[src/rtl/one_seq_div_sixteen_by_eight.sv]
// Sequential 16/8 restoring divider: one quotient bit per clock, 8 steps per operation.
// Optional macro DIV_PRECHECK_EN rejects divide-by-zero/overflow operands up front and raises err.
module one_seq_div_sixteen_by_eight (
   input  logic        clk,
   input  logic        rst_n,
   input  logic        start,
   input  logic [15:0] N_in,
   input  logic [7:0]  D_in,
   output logic [7:0]  Q_out,
   output logic [7:0]  R_out,
   output logic        busy,
   output logic        done,
   output logic        err
);

   typedef enum logic [1:0] {
      IDLE = 2'd0,
      CALC = 2'd1,
      DONE = 2'd2
   } state_t;

   state_t      state;
   state_t      state_nxt;
   logic [2:0]  cnt;
   logic [7:0]  rem;
   logic [7:0]  dvd_lo;
   logic [7:0]  dvs;
   logic [7:0]  quo;

   logic [8:0]  rem9;
   logic [8:0]  diff;
   logic        ge;
   logic [7:0]  rem_step;
   logic [7:0]  quo_step;
   logic        last;
   logic        accept;
   logic        reject;

`ifdef DIV_PRECHECK_EN
   // Quotient cannot fit in 8 bits when the high byte already reaches the divisor.
   assign reject = (D_in == 8'd0) || (N_in[15:8] >= D_in);
`else
   assign reject = 1'b0;
`endif

   assign accept = (state == IDLE) && start;
   assign last   = (state == CALC) && (cnt == 3'd7);
   assign busy   = (state != IDLE);

   // One restoring step: shift in the next dividend bit, subtract if it fits.
   always_comb begin
      rem9     = {rem, dvd_lo[7]};
      diff     = rem9 - {1'b0, dvs};
      ge       = (rem9 >= {1'b0, dvs});
      rem_step = ge ? diff[7:0] : rem9[7:0];
      quo_step = {quo[6:0], ge};
   end

   always_ff @(posedge clk or negedge rst_n) begin
      if (!rst_n) state <= IDLE;
      else        state <= state_nxt;
   end

   always_comb begin
      state_nxt = state;
      case (state)
         IDLE: if (start) state_nxt = reject ? DONE : CALC;
         CALC: if (cnt == 3'd7) state_nxt = DONE;
         DONE: state_nxt = IDLE;
         default: state_nxt = IDLE;
      endcase
   end

   always_ff @(posedge clk or negedge rst_n) begin
      if (!rst_n) begin
         cnt    <= 3'd0;
         rem    <= 8'd0;
         dvd_lo <= 8'd0;
         dvs    <= 8'd0;
         quo    <= 8'd0;
         Q_out  <= 8'd0;
         R_out  <= 8'd0;
         done   <= 1'b0;
      end else begin
         done <= 1'b0;
         if (accept) begin
            rem    <= N_in[15:8];
            dvd_lo <= N_in[7:0];
            dvs    <= D_in;
            quo    <= 8'd0;
            cnt    <= 3'd0;
            if (reject) begin
               Q_out <= 8'hFF;
               R_out <= 8'h00;
               done  <= 1'b1;
            end
         end else if (state == CALC) begin
            rem    <= rem_step;
            quo    <= quo_step;
            dvd_lo <= {dvd_lo[6:0], 1'b0};
            cnt    <= cnt + 3'd1;
            if (last) begin
               Q_out <= quo_step;
               R_out <= rem_step;
               done  <= 1'b1;
            end
         end
      end
   end

`ifdef DIV_PRECHECK_EN
   // err follows the result registers: it only changes when a new result is loaded.
   always_ff @(posedge clk or negedge rst_n) begin
      if (!rst_n)                err <= 1'b0;
      else if (accept && reject) err <= 1'b1;
      else if (last)             err <= 1'b0;
   end
`else
   assign err = 1'b0;
`endif

endmodule

[config.mk]
export PLATFORM = sky130hd
export DESIGN_NAME = one_seq_div_sixteen_by_eight
export DESIGN_NICKNAME = d
export VERILOG_FILES = /design/src/rtl/one_seq_div_sixteen_by_eight.sv
export SDC_FILE = /design/constraint.sdc
export NUM_CORES = 1
export LEC_CHECK = 0
export ABC_AREA = 1
export CAP_MARGIN = 40
export CORE_UTILIZATION = 50
export CTS_CLUSTER_SIZE = 28
export DETAILED_ROUTE_END_ITERATION = 10
export PLACE_DENSITY = 0.76
export SLEW_MARGIN = 20
export SYNTH_ARGS = -nofsm -noshare
export SYNTH_HDL_FRONTEND = slang
export SYNTH_SLANG_ARGS = --single-unit
[constraint.sdc]
create_clock -name clk -period 4.3 [get_ports clk]
set_input_delay 0.645 -clock clk [delete_from_list [all_inputs] [get_ports clk]]
set_output_delay 0.645 -clock clk [all_outputs]
set_load 0.01 [all_outputs]
* After elaboration in Yosys (flattened, before gate mapping) *
Cells that the tools add are included.

word-level totals
  bits in registers = 53
  bits of input ports = 27
  output and inout bits = 19
  logic and storage cells = 39

operators by class
  add/subtract/negate cells = 2
  magnitude comparators = 1
  equal/unequal tests = 4
  multiplexer cells = 15
  bitwise logic cells = 1
  reductions and logical operators = 7

operator list
  cell                                            number
  two-way mux 8 bit                               5
  two-way mux 7 bit                               2
  >= comparator 9 x 8 -> 1 bit                    1
  subtractor 8 bit                                1
  two-way mux 3 bit                               2
  two-way mux 2 bit                               2
  inequality test 2 bit (second input constant)   2
  one-hot mux 2 bit (2 select lines)              1
  nonzero test 2 bit                              2
  adder 3 x 1 -> 3 bit (second input constant)    1
  == test 3 bit (second input constant)           1
  two-way mux 1 bit                               3
  AND reduction 3 bit                             1
  == test 2 x 1 -> 1 bit (second input constant)  1
  logical AND 1 bit                               2
  zero test 2 bit                                 1
  AND reduction 2 bit                             1
  inverter 1 bit                                  1

* Longest topological paths before layout *
  depth in word-level cells = 5
  depth in mapped cells = 12
  mapped depth without buffers = 12

* Worst setup path after synthesis *
No wires, ideal clock.

  kind = reg-to-reg
  start = register dvd_lo[7]
  end = register R_out[4]
  library setup time = 0.065 ns
  arrival = 1.565 ns
  required time = 4.235 ns
  setup slack = 2.670 ns
  cell stages (with the launch flop) = 11
  path buffers = 0
  period minus slack after synthesis = 1.630 ns
  path through = dfrtp_1 > inv_1 > ha_1 > fa_1 > nand3b_1 > nand2_1 > xor2_1 > nand2_2 > nand2_2 > nand2_1 > nand2_1

on the way
  longest elaborated chain between the ends = 2
  elaborated cells on any way between the ends = 3
  those cells by class = add/sub (1); order compare (1); mux (1)

RTL lines
  element                                                           RTL line  RTL
  from (decl)                                                       26        logic [7:0] dvd_lo;
  from (signal assigned)                                            88        dvd_lo <= N_in[7:0];
  from (signal assigned)                                            100       dvd_lo <= {dvd_lo[6:0], 1'b0};
  subtractor 8 bit or >= comparator 9 x 8 -> 1 bit (tied branches)  53, 54
  two-way mux 8 bit (*)                                             55        rem_step = ge ? diff[7:0] : rem9[7:0];
  to (signal assigned)                                              104       R_out <= rem_step;
  to (decl)                                                         10        output logic [7:0] R_out,

Every way passes the cells marked *; elsewhere a longest branch is shown, timed or not.
A chain may end at the register's enable or synchronous reset.

* Final worst setup path *
  start = register state[1]
  end = register R_out[0]

on the way
  longest elaborated chain between the ends = 4
  elaborated cells on any way between the ends = 6
  those cells by class = eq/ne (1); bitwise (1); reduce/logical (4)

RTL lines
  element                                   RTL line  RTL
  from (decl)                               22        state_t state;
  from (signal assigned)                    61        else state <= state_nxt;
  zero test 2 bit                           46        assign accept = (state == IDLE) && start;
  logical AND 1 bit                         46
  inverter 1 bit (no source line)           n/a
  AND reduction 3 bit (no source line) (*)  n/a

Marks and branches as above.

==> impl_metrics.xml <==
<?xml version="1.0" encoding="UTF-8"?>
<metrics>
  <group name="outcome">
    <metric name="outcome" unit="">completed</metric>
  </group>
  <group name="floorplanning">
    <metric name="die_h" unit="um">75.1</metric>
    <metric name="die_area" unit="um2">5640</metric>
    <metric name="num_io_pins" unit="">46</metric>
    <metric name="rows" unit="">26</metric>
    <metric name="floorplan.die.width" unit="um">75.1</metric>
    <metric name="initial_standard_cell_utilization_of_the_core" unit="%">52.0</metric>
    <metric name="core_region_area" unit="um2">5140</metric>
  </group>
  <group name="clocking">
    <metric name="clock_latency_late_sink" unit="ns">0.31</metric>
    <metric name="setup_repair_bufs_after_cts" unit="">0</metric>
    <metric name="postCtsResizedCells" unit="">0</metric>
    <metric name="cts.path.max_buffers" unit="">2</metric>
    <metric name="tritoncts" unit="">yes</metric>
    <metric name="clk_root_buffer_cell" unit="">sky130_fd_sc_hd__clkbuf_8</metric>
    <metric name="clk_transition_reported_paths" unit="ns">0.10</metric>
    <metric name="tritoncts.num_buffers" unit="">5</metric>
    <metric name="clock_tree.htree_level_count" unit="">2</metric>
    <metric name="holdBufCountCts" unit="">0</metric>
    <metric name="cts.sink_count" unit="">53</metric>
  </group>
  <group name="hold_path">
    <metric name="timing.hold.worst.class" unit="">input port to asynchronous set/reset pin</metric>
  </group>
  <group name="global_routing">
    <metric name="total_track_usage" unit="%">21.5</metric>
    <metric name="grt_antenna_before_repair" unit="">0</metric>
    <metric name="grt_first_pass_wirelength" unit="um">9050</metric>
    <metric name="first_global_vias" unit="">1950</metric>
    <metric name="grt_max_degree" unit="">54</metric>
    <metric name="global_route.overflow_total" unit="">0</metric>
  </group>
  <group name="flow_run">
    <metric name="drv_cap" unit="">0</metric>
  </group>
  <group name="timing">
    <metric name="timing_worst_slew_pin_value" unit="ns">0.714</metric>
    <metric name="setup_violations" unit="">0</metric>
    <metric name="slew_headroom" unit="%">52.3</metric>
    <metric name="layout_worst_path_cycle_share" unit="%">50.2</metric>
    <metric name="maxClockFrequency" unit="MHz">463</metric>
    <metric name="slew_violations" unit="">0</metric>
    <metric name="tns" unit="ns">0</metric>
    <metric name="final.min_clock_period" unit="ns">2.16</metric>
    <metric name="clock_skew" unit="ns">0.00888</metric>
    <metric name="whs" unit="ns">0.444</metric>
    <metric name="final_hold_viols" unit="">0</metric>
    <metric name="rsz0062_at_grt" unit="">no</metric>
  </group>
  <group name="pwr">
    <metric name="ir_drop" unit="mV">0.347</metric>
    <metric name="power-per-cell-area" unit="nW/um2">868</metric>
    <metric name="p_total" unit="uW">2830</metric>
    <metric name="p_leak" unit="uW">0.00164</metric>
  </group>
  <group name="placed_design">
    <metric name="post-dp-hpwl" unit="um">3740</metric>
    <metric name="numPortBuffers" unit="">44</metric>
    <metric name="place.gp.congestion" unit="">0.887</metric>
    <metric name="placed_cells_incl_taps" unit="">417</metric>
  </group>
  <group name="drt">
    <metric name="vias_per_cell" unit="">4.90</metric>
    <metric name="routed_wl" unit="um">5280</metric>
    <metric name="dr.pass1.iters" unit="">5</metric>
    <metric name="avgRoutedWirePerCell" unit="um">12.4</metric>
    <metric name="detail_route.drc_violations" unit="">0</metric>
    <metric name="ant_nets" unit="">0</metric>
    <metric name="drt_iter0_markers" unit="">152</metric>
    <metric name="via_count" unit="">2089</metric>
  </group>
  <group name="final_layout">
    <metric name="top_library_cells_by_usage_in_the_layout_fill_and_taps_aside" unit="">91 x sky130_fd_sc_hd__nand2_1, 53 x sky130_fd_sc_hd__dfrtp_1, 48 x sky130_fd_sc_hd__inv_1</metric>
    <metric name="finalNetCount" unit="">393</metric>
    <metric name="share_of_cells_above_drive_strength_1" unit="%">9.27</metric>
    <metric name="area_growth" unit="%">22.0</metric>
    <metric name="final_cells" unit="">426</metric>
    <metric name="count_of_antenna_diodes_in_the_layout" unit="">0</metric>
    <metric name="layout_commonest_cell" unit="">sky130_fd_sc_hd__nand2_1</metric>
  </group>
  <group name="yosys">
    <metric name="synth_top_area_share" unit="%">49.6</metric>
    <metric name="ys.warnings.count" unit="">0</metric>
    <metric name="synth.cell_area" unit="um2">2670</metric>
    <metric name="postSynthCellCount" unit="">311</metric>
    <metric name="yosys.area.top_type" unit="">sky130_fd_sc_hd__dfrtp_1</metric>
    <metric name="ys_seq_elements" unit="">53</metric>
    <metric name="synth_seq_area_share" unit="%">49.6</metric>
    <metric name="yosysUniqueCellTypes" unit="">28</metric>
    <metric name="postSynthNetCount" unit="">349</metric>
    <metric name="average_cell_area_after_synthesis" unit="um2">8.59</metric>
    <metric name="synthTopCellsByArea" unit="">sky130_fd_sc_hd__dfrtp_1 50%, sky130_fd_sc_hd__nand2_1 13%, sky130_fd_sc_hd__inv_1 6.7%, sky130_fd_sc_hd__ha_1 4.7%, sky130_fd_sc_hd__nand3_1 4.3%</metric>
  </group>
  <group name="critical_path">
    <metric name="path_max_fanout" unit="">25</metric>
    <metric name="setup.worst_path.start_class" unit="">flip-flop</metric>
    <metric name="worstSetupPathType" unit="">flip-flop to flip-flop</metric>
    <metric name="cp-end-kind" unit="">flip-flop</metric>
    <metric name="r2r_cells" unit="">5</metric>
    <metric name="timing.critical_path.arrival" unit="ns">2.40</metric>
    <metric name="required" unit="ns">4.54</metric>
  </group>
</metrics>
[stage by stage]
step	instance area, um2	utilization (%)	worst slack [ns]
finish	3260	63.4	2.14
floorplan	2670	-	2.67
global route	3260	63.4	1.89
detailed placement	3140	61.2	1.99
CTS	3240	63.1	2.13
global placement	3140	61.2	2.04
[cells in the mapped netlist]
cell type / instances
sky130_fd_sc_hd__nor2_1: 6
sky130_fd_sc_hd__clkbuf_1: 3
sky130_fd_sc_hd__o22ai_1: 6
sky130_fd_sc_hd__nor2_2: 1
sky130_fd_sc_hd__a22o_1: 5
sky130_fd_sc_hd__dfrtp_1: 53
sky130_fd_sc_hd__nor2_4: 1
sky130_fd_sc_hd__conb_1: 1
sky130_fd_sc_hd__nand2_2: 11
sky130_fd_sc_hd__nand2_4: 1
sky130_fd_sc_hd__xor2_1: 3
sky130_fd_sc_hd__buf_2: 2
sky130_fd_sc_hd__nand3_2: 3
sky130_fd_sc_hd__nand2_1: 91
sky130_fd_sc_hd__nand2_8: 1
sky130_fd_sc_hd__clkbuf_8: 1
sky130_fd_sc_hd__ha_1: 10
sky130_fd_sc_hd__nand4_1: 2
sky130_fd_sc_hd__buf_4: 3
sky130_fd_sc_hd__nor3_4: 1
sky130_fd_sc_hd__o21ai_0: 19
sky130_fd_sc_hd__fa_1: 1
sky130_fd_sc_hd__nand3b_1: 1
sky130_fd_sc_hd__inv_2: 3
sky130_fd_sc_hd__inv_1: 48
sky130_fd_sc_hd__a21oi_1: 4
sky130_fd_sc_hd__o221ai_1: 7
sky130_fd_sc_hd__nand3_1: 23
[final cells by class]
cell class                      count  area [um2]
Multi-Input combinational cell    198        1100
Tap cell                           70        87.6
Clock buffer                        6        82.6
Timing Repair Buffer               46         458
Clock inverter                      2        16.3
Inverter                           51         191
Fill cell                         463        1880
Sequential cell                    53        1330
[state kept, by name, indices dropped and copies added (netlist names)]
register	flops
quo	7
dvs	8
cnt	3
done	1
rem	8
Q_out	8
dvd_lo	8
R_out	8
state	2
[power by group]
| part | leakage [uW] | internal [uW] | switching [uW] |
|---|---|---|---|
| logic | 0.000936 | 670 | 1000 |
| registers | 0.000658 | 736 | 118 |
| clock network | 0.0000478 | 133 | 168 |
| total | 0.00164 | 1540 | 1290 |
[layer usage]
layer	vias to the layer above	global-route usage, %	wire length (um)
met5	-	0	0
met4	0	6.92	81
met3	10	4.42	267
met2	64	32.1	2370
met1	938	31.4	2560
li1	1077	-	-
[worst paths after layout]
kind	startpoint	slack, ns	end
setup / recovery	state[1]	2.14	R_out[0]
hold / removal	rst_n	0.44	Q_out[0]
setup reg to reg	state[1]	2.14	R_out[0]
hold reg to reg	R_out[3]	0.48	R_out[3]
max in group asynchronous	rst_n	3.42	R_out[7]
min in group clk	R_out[3]	0.48	R_out[3]
[critical path, stage by stage, from the launching register on]
cell                      delay (ns)
sky130_fd_sc_hd__dfrtp_1        0.40
sky130_fd_sc_hd__nor2_2         0.49
sky130_fd_sc_hd__nand2_1        0.61
sky130_fd_sc_hd__inv_2          0.37
sky130_fd_sc_hd__nand3_1        0.14
sky130_fd_sc_hd__nand2_1        0.08
[cell families (layout without fill, tap and decap cells)]
logic type | Yosys count | after routing | share of synthesized area, %
simple gates | 142 | 142 | 24.8
buf+inv | 60 | 105 | 9.32
flops | 53 | 53 | 49.6
compound gates | 41 | 41 | 9.65
fa+ha+maj | 11 | 11 | 5.43
xor+xnor | 3 | 3 | 0.984
other cells | 1 | 1 | 0.140
Power figures use the tool's default switching activity.
